===== config.mk =====
export PLATFORM = sky130hd
export DESIGN_NAME = universal_shift_reg
export DESIGN_NICKNAME = d
export VERILOG_FILES = /design/src/rtl/universal_shift_reg.sv
export SDC_FILE = /design/constraint.sdc
export NUM_CORES = 1
export LEC_CHECK = 0
export ABC_CLOCK_PERIOD_IN_PS = 1800
export BUFFER_PORTS_ARGS = -buffer_cell sky130_fd_sc_hd__buf_2
export CAP_MARGIN = 20
export CELL_PAD_IN_SITES_DETAIL_PLACEMENT = 1
export CELL_PAD_IN_SITES_GLOBAL_PLACEMENT = 1
export CORE_MARGIN = 8
export CORE_UTILIZATION = 34
export CTS_BUF_LIST = sky130_fd_sc_hd__clkbuf_16
export DETAILED_ROUTE_END_ITERATION = 12
export GPL_TIMING_DRIVEN = 0
export HOLD_SLACK_MARGIN = 0.1
export PLACE_DENSITY = 0.81
export SYNTH_ARGS = -nofsm -noshare
export SYNTH_HDL_FRONTEND = slang
export SYNTH_SLANG_ARGS = --single-unit

===== constraint.sdc =====
create_clock -name clk -period 1.8 [get_ports clk]
set_clock_uncertainty 0.05 [all_clocks]
set_input_delay 0.18 -clock clk [delete_from_list [all_inputs] [get_ports clk]]
set_output_delay 0.18 -clock clk [all_outputs]
set_load 0.05 [all_outputs]

===== src/rtl/universal_shift_reg.sv =====
// Universal shift register: single-step ops on en, multi-cycle shift bursts on start.
module universal_shift_reg #(
    parameter int WIDTH = 8,
    parameter int AMT_W = 4
) (
    input  logic             clk,
    input  logic             rst,
    input  logic             en,
    input  logic [2:0]       op,
    input  logic             sin_r,
    input  logic             sin_l,
    input  logic [WIDTH-1:0] pdata,
    input  logic [AMT_W-1:0] amt,
    input  logic             start,
    output logic [WIDTH-1:0] q,
    output logic             sout_r,
    output logic             sout_l,
    output logic             busy,
    output logic             done
);

    typedef enum logic [2:0] {
        OP_HOLD  = 3'd0,
        OP_SHR   = 3'd1,
        OP_SHL   = 3'd2,
        OP_LOAD  = 3'd3,
        OP_ROR   = 3'd4,
        OP_ROL   = 3'd5,
        OP_ASR   = 3'd6,
        OP_CLEAR = 3'd7
    } op_e;

    typedef enum logic {
        S_IDLE,
        S_SHIFT
    } state_e;

    state_e             state_q;
    op_e                op_q;
    logic               sin_r_q;
    logic               sin_l_q;
    logic [AMT_W-1:0]   cnt_q;
    logic [WIDTH-1:0]   q_q;
    logic               sout_r_q;
    logic               sout_l_q;
    logic               busy_q;
    logic               done_q;

    op_e                op_sel;
    logic               sin_r_sel;
    logic               sin_l_sel;
    logic               is_shift_op;
    logic [WIDTH-1:0]   q_d;
    logic               sout_r_d;
    logic               sout_l_d;

    assign q      = q_q;
    assign sout_r = sout_r_q;
    assign sout_l = sout_l_q;
    assign busy   = busy_q;
    assign done   = done_q;

    // Result of one op on the current contents; during a burst the latched op/serial inputs drive it.
    always_comb begin
        op_sel    = (state_q == S_SHIFT) ? op_q    : op_e'(op);
        sin_r_sel = (state_q == S_SHIFT) ? sin_r_q : sin_r;
        sin_l_sel = (state_q == S_SHIFT) ? sin_l_q : sin_l;
        q_d       = q_q;
        sout_r_d  = sout_r_q;
        sout_l_d  = sout_l_q;
        case (op_sel)
            OP_SHR: begin
                q_d      = {sin_r_sel, q_q[WIDTH-1:1]};
                sout_r_d = q_q[0];
            end
            OP_SHL: begin
                q_d      = {q_q[WIDTH-2:0], sin_l_sel};
                sout_l_d = q_q[WIDTH-1];
            end
            OP_LOAD:  q_d = pdata;
            OP_ROR: begin
                q_d      = {q_q[0], q_q[WIDTH-1:1]};
                sout_r_d = q_q[0];
            end
            OP_ROL: begin
                q_d      = {q_q[WIDTH-2:0], q_q[WIDTH-1]};
                sout_l_d = q_q[WIDTH-1];
            end
            OP_ASR: begin
                q_d      = {q_q[WIDTH-1], q_q[WIDTH-1:1]};
                sout_r_d = q_q[0];
            end
            OP_CLEAR: q_d = '0;
            default:  q_d = q_q;
        endcase
    end

    // Only shift/rotate ops start a burst; HOLD/LOAD/CLEAR with start act as a single step.
    always_comb begin
        is_shift_op = 1'b0;
        case (op_e'(op))
            OP_SHR, OP_SHL, OP_ROR, OP_ROL, OP_ASR: is_shift_op = 1'b1;
            default:                               is_shift_op = 1'b0;
        endcase
    end

    // Control FSM plus datapath registers; busy/done are registered outputs.
    always_ff @(posedge clk) begin
        if (rst) begin
            state_q  <= S_IDLE;
            op_q     <= OP_HOLD;
            sin_r_q  <= 1'b0;
            sin_l_q  <= 1'b0;
            cnt_q    <= '0;
            q_q      <= '0;
            sout_r_q <= 1'b0;
            sout_l_q <= 1'b0;
            busy_q   <= 1'b0;
            done_q   <= 1'b0;
        end else begin
            done_q <= 1'b0;
            case (state_q)
                S_IDLE: begin
                    if (start) begin
                        if (is_shift_op) begin
                            if (amt != '0) begin
                                op_q    <= op_e'(op);
                                sin_r_q <= sin_r;
                                sin_l_q <= sin_l;
                                cnt_q   <= amt;
                                busy_q  <= 1'b1;
                                state_q <= S_SHIFT;
                            end else begin
                                done_q <= 1'b1;
                            end
                        end else begin
                            q_q <= q_d;
                        end
                    end else if (en) begin
                        q_q      <= q_d;
                        sout_r_q <= sout_r_d;
                        sout_l_q <= sout_l_d;
                    end
                end
                S_SHIFT: begin
                    q_q      <= q_d;
                    sout_r_q <= sout_r_d;
                    sout_l_q <= sout_l_d;
                    cnt_q    <= cnt_q - AMT_W'(1);
                    if (cnt_q == AMT_W'(1)) begin
                        busy_q  <= 1'b0;
                        done_q  <= 1'b1;
                        state_q <= S_IDLE;
                    end
                end
                default: state_q <= S_IDLE;
            endcase
        end
    end

endmodule


==> flow_summary.ini <==
[grt]
grt_pass1_vias = 1306
grt_max_degree = 13
grt_pass1_wl_um = 6150
grt_antenna_before_repair = 0
track_usage_pct = 14.0
grt.overflow.total = 0

[floorplan]
core_um2 = 3340
start_util_pct = 35.6
fp.dieArea_um2 = 5640
fp.dieH_um = 75.1
die_width_um = 75.1
io_pins = 33
num_rows = 21

[synth]
ys_top_cells_by_area = dfxtp_1 37%, a211oi_1 10%, mux2i_1 8.4%
ys_warn_count = 0
ys_types = 33
yosysTopAreaCell = dfxtp_1
syn_area_per_cell_um2 = 9.07
mappedNetlistArea_um2 = 1190
syn_inst = 131
syn_nets = 154
synth_top_area_share_pct = 37.1
ys_ff_latch = 22
yosysSeqAreaShare_pct = 37.1

[placed_design]
place_congestion = 0.831
port-buffer-count = 32
dp_hpwl_um = 2700

[critical_path]
critPathMaxFanout = 10
r2r-start = state_q
slowest_stage = a222oi_1
end_kind = register
path_buf_inv = 1
worstPathCellList = buf_12 > mux2_4 > nand3_2 > o21ai_4 > a222oi_1 > a211oi_1
setup.worst_path.start_class = register
crit_path_start = state_q
crit_family = compound AO/OA/AOI/OAI gates
slowest_delay_ns = 0.39
arrival_ns = 1.86
required_ns = 1.87
path_class = register to register

[sta]
hold_slack_ns = 0.130
finalSetupViolCount = 0
fmax_ghz = 0.560
tightest_slew_ns = 0.696
max_slew_margin_pct = 53.1
tns_ns = 0
finalMaxSlewViolations = 0
rsz0062_at_grt = yes
hold_violations = 0
period_share_pct = 99.2
fin_crit_ns = 1.79

[status]
status = completed

[clock_tree]
clk_latency_ns = 0.26
cts_max_level = 1
cts-buffers-inserted = 3
cts_num_sinks = 22
cts_tree = built
hold_buffers = 0
clk_pin_slew_ns = 0.06
cts_root_buf = clkbuf_16
cts_buffer_depth = 2

[finish]
drive_gt1_share_pct = 35.4
final_common_cell = buf_2
final_cell_mix = 33 x buf_2, 21 x dfxtp_1, 18 x nor2_1
syn_to_final_growth_pct = 36.9
nets = 199
n_antenna_cell = 0
final_util_pct = 48.8

[detailed_routing]
ant_nets = 0
post_drt_wl_per_cell_um = 17.4
wl_um = 3850
drt_iter0_drc = 73
via_per_inst = 5.57
detail_route.first_pass.iterations = 4
vias = 1232
drcViolationCount = 0

[min_path]
worstHoldPathType = input pin to register
worstHoldStart = sin_r

[power]
powerDensity_nw_per_um2 = 974
fin_total_pwr_mw = 1.59
peakVddDrop_mv = 0.427
p_leak_nw = 0.656

[job]
cap_violations = 0
repair_timing:
action,CTS,global route
cloned,0,0
pin swaps,3,4
endpoints found under the setup margin,9,7
resized for setup,17,1
buffers inserted,3,5
worst paths after layout:
| check | endpoint | slack, ns | depth (start not counted) |
|---|---|---|---|
| max | q[6] | 0.01 | 6 |
| max reg2reg | q[6] | 0.01 | 6 |
| min reg2reg | sin_l_q | 0.45 | 2 |
| min | sin_r_q | 0.13 | 3 |
cell type report:
class | instances | area [um^2]
Sequential cell | 22 | 444
Clock inverter | 1 | 3.75
Buffer | 6 | 47.5
Clock buffer | 3 | 75.1
Tap cell | 46 | 57.6
Timing Repair Buffer | 40 | 220
Inverter | 4 | 15.0
Fill cell | 415 | 1710
Multi-Input combinational cell | 99 | 764
per-stage QoR:
stage | instances | setup WS [ns] | area [um^2]
after floorplan | 131 | 0.108 | 1190
after global placement | 209 | -0.121 | 1410
after detailed placement | 209 | -0.216 | 1410
after CTS | 216 | 0.0154 | 1590
after global routing | 221 | -0.0904 | 1630
final | 221 | 0.0144 | 1630
routing by layer:
metal	share of wire (%)	routed length (um)	track usage (%)	vias to the layer above
li1	-	-	-	590
met1	44	1690	16.8	598
met2	48	1860	22.8	37
met3	6.4	246	3.99	7
met4	1.7	65	5.22	0
met5	0	0	0	-
cells by family after synthesis:
| kind of cell | synth area share, % |
|---|---|
| AOI/OAI and AO/OA | 25.8 |
| buffers and inverters | 4.53 |
| xor gates and xnor gates | 1.47 |
| adders and majority gates | 2.10 |
| muxes | 12.2 |
| and+or+nand+nor | 16.8 |
| DFF | 37.1 |
Yosys cell counts (all sizes together):
| library cell | n |
|---|---|
| o22a | 1 |
| nand2b | 3 |
| a21bo | 1 |
| nor2 | 19 |
| mux2 | 4 |
| nor3b | 1 |
| a211oi | 16 |
| ha | 2 |
| inv | 4 |
| xnor2 | 2 |
| o21ai | 5 |
| a21oi | 4 |
| a31oi | 1 |
| a221oi | 3 |
| buf | 3 |
| nor4 | 1 |
| a2111oi | 1 |
| mux2i | 10 |
| dfxtp | 22 |
| nor2b | 2 |
| o32ai | 1 |
| a222oi | 6 |
| or3 | 1 |
| nor3 | 1 |
| nand3 | 6 |
| nand2 | 6 |
| clkbuf | 3 |
| and3 | 1 |
| a21boi | 1 |
worst min-delay path, cell delays in order:
cell	delay [ns]
buf_2	0.08
mux2i_1	0.06
nor2_1	0.08
sequential cells by signal, summed over array words and instances (netlist names):
| name | count |
|---|---|
| op_q | 3 |
| cnt_q | 4 |
| sout_r | 1 |
| sin_r_q | 1 |
| sout_l | 1 |
| sin_l_q | 1 |
| state_q | 1 |
| q | 8 |
| done | 1 |
| busy | 1 |
report_power, final:
part           switching (mW)  internal, mW  leakage, nW
registers              0.0545         0.536        0.182
logic                   0.308         0.202        0.436
clock network           0.187         0.297       0.0385
Note: power is estimated with default switching activity, not from simulation.
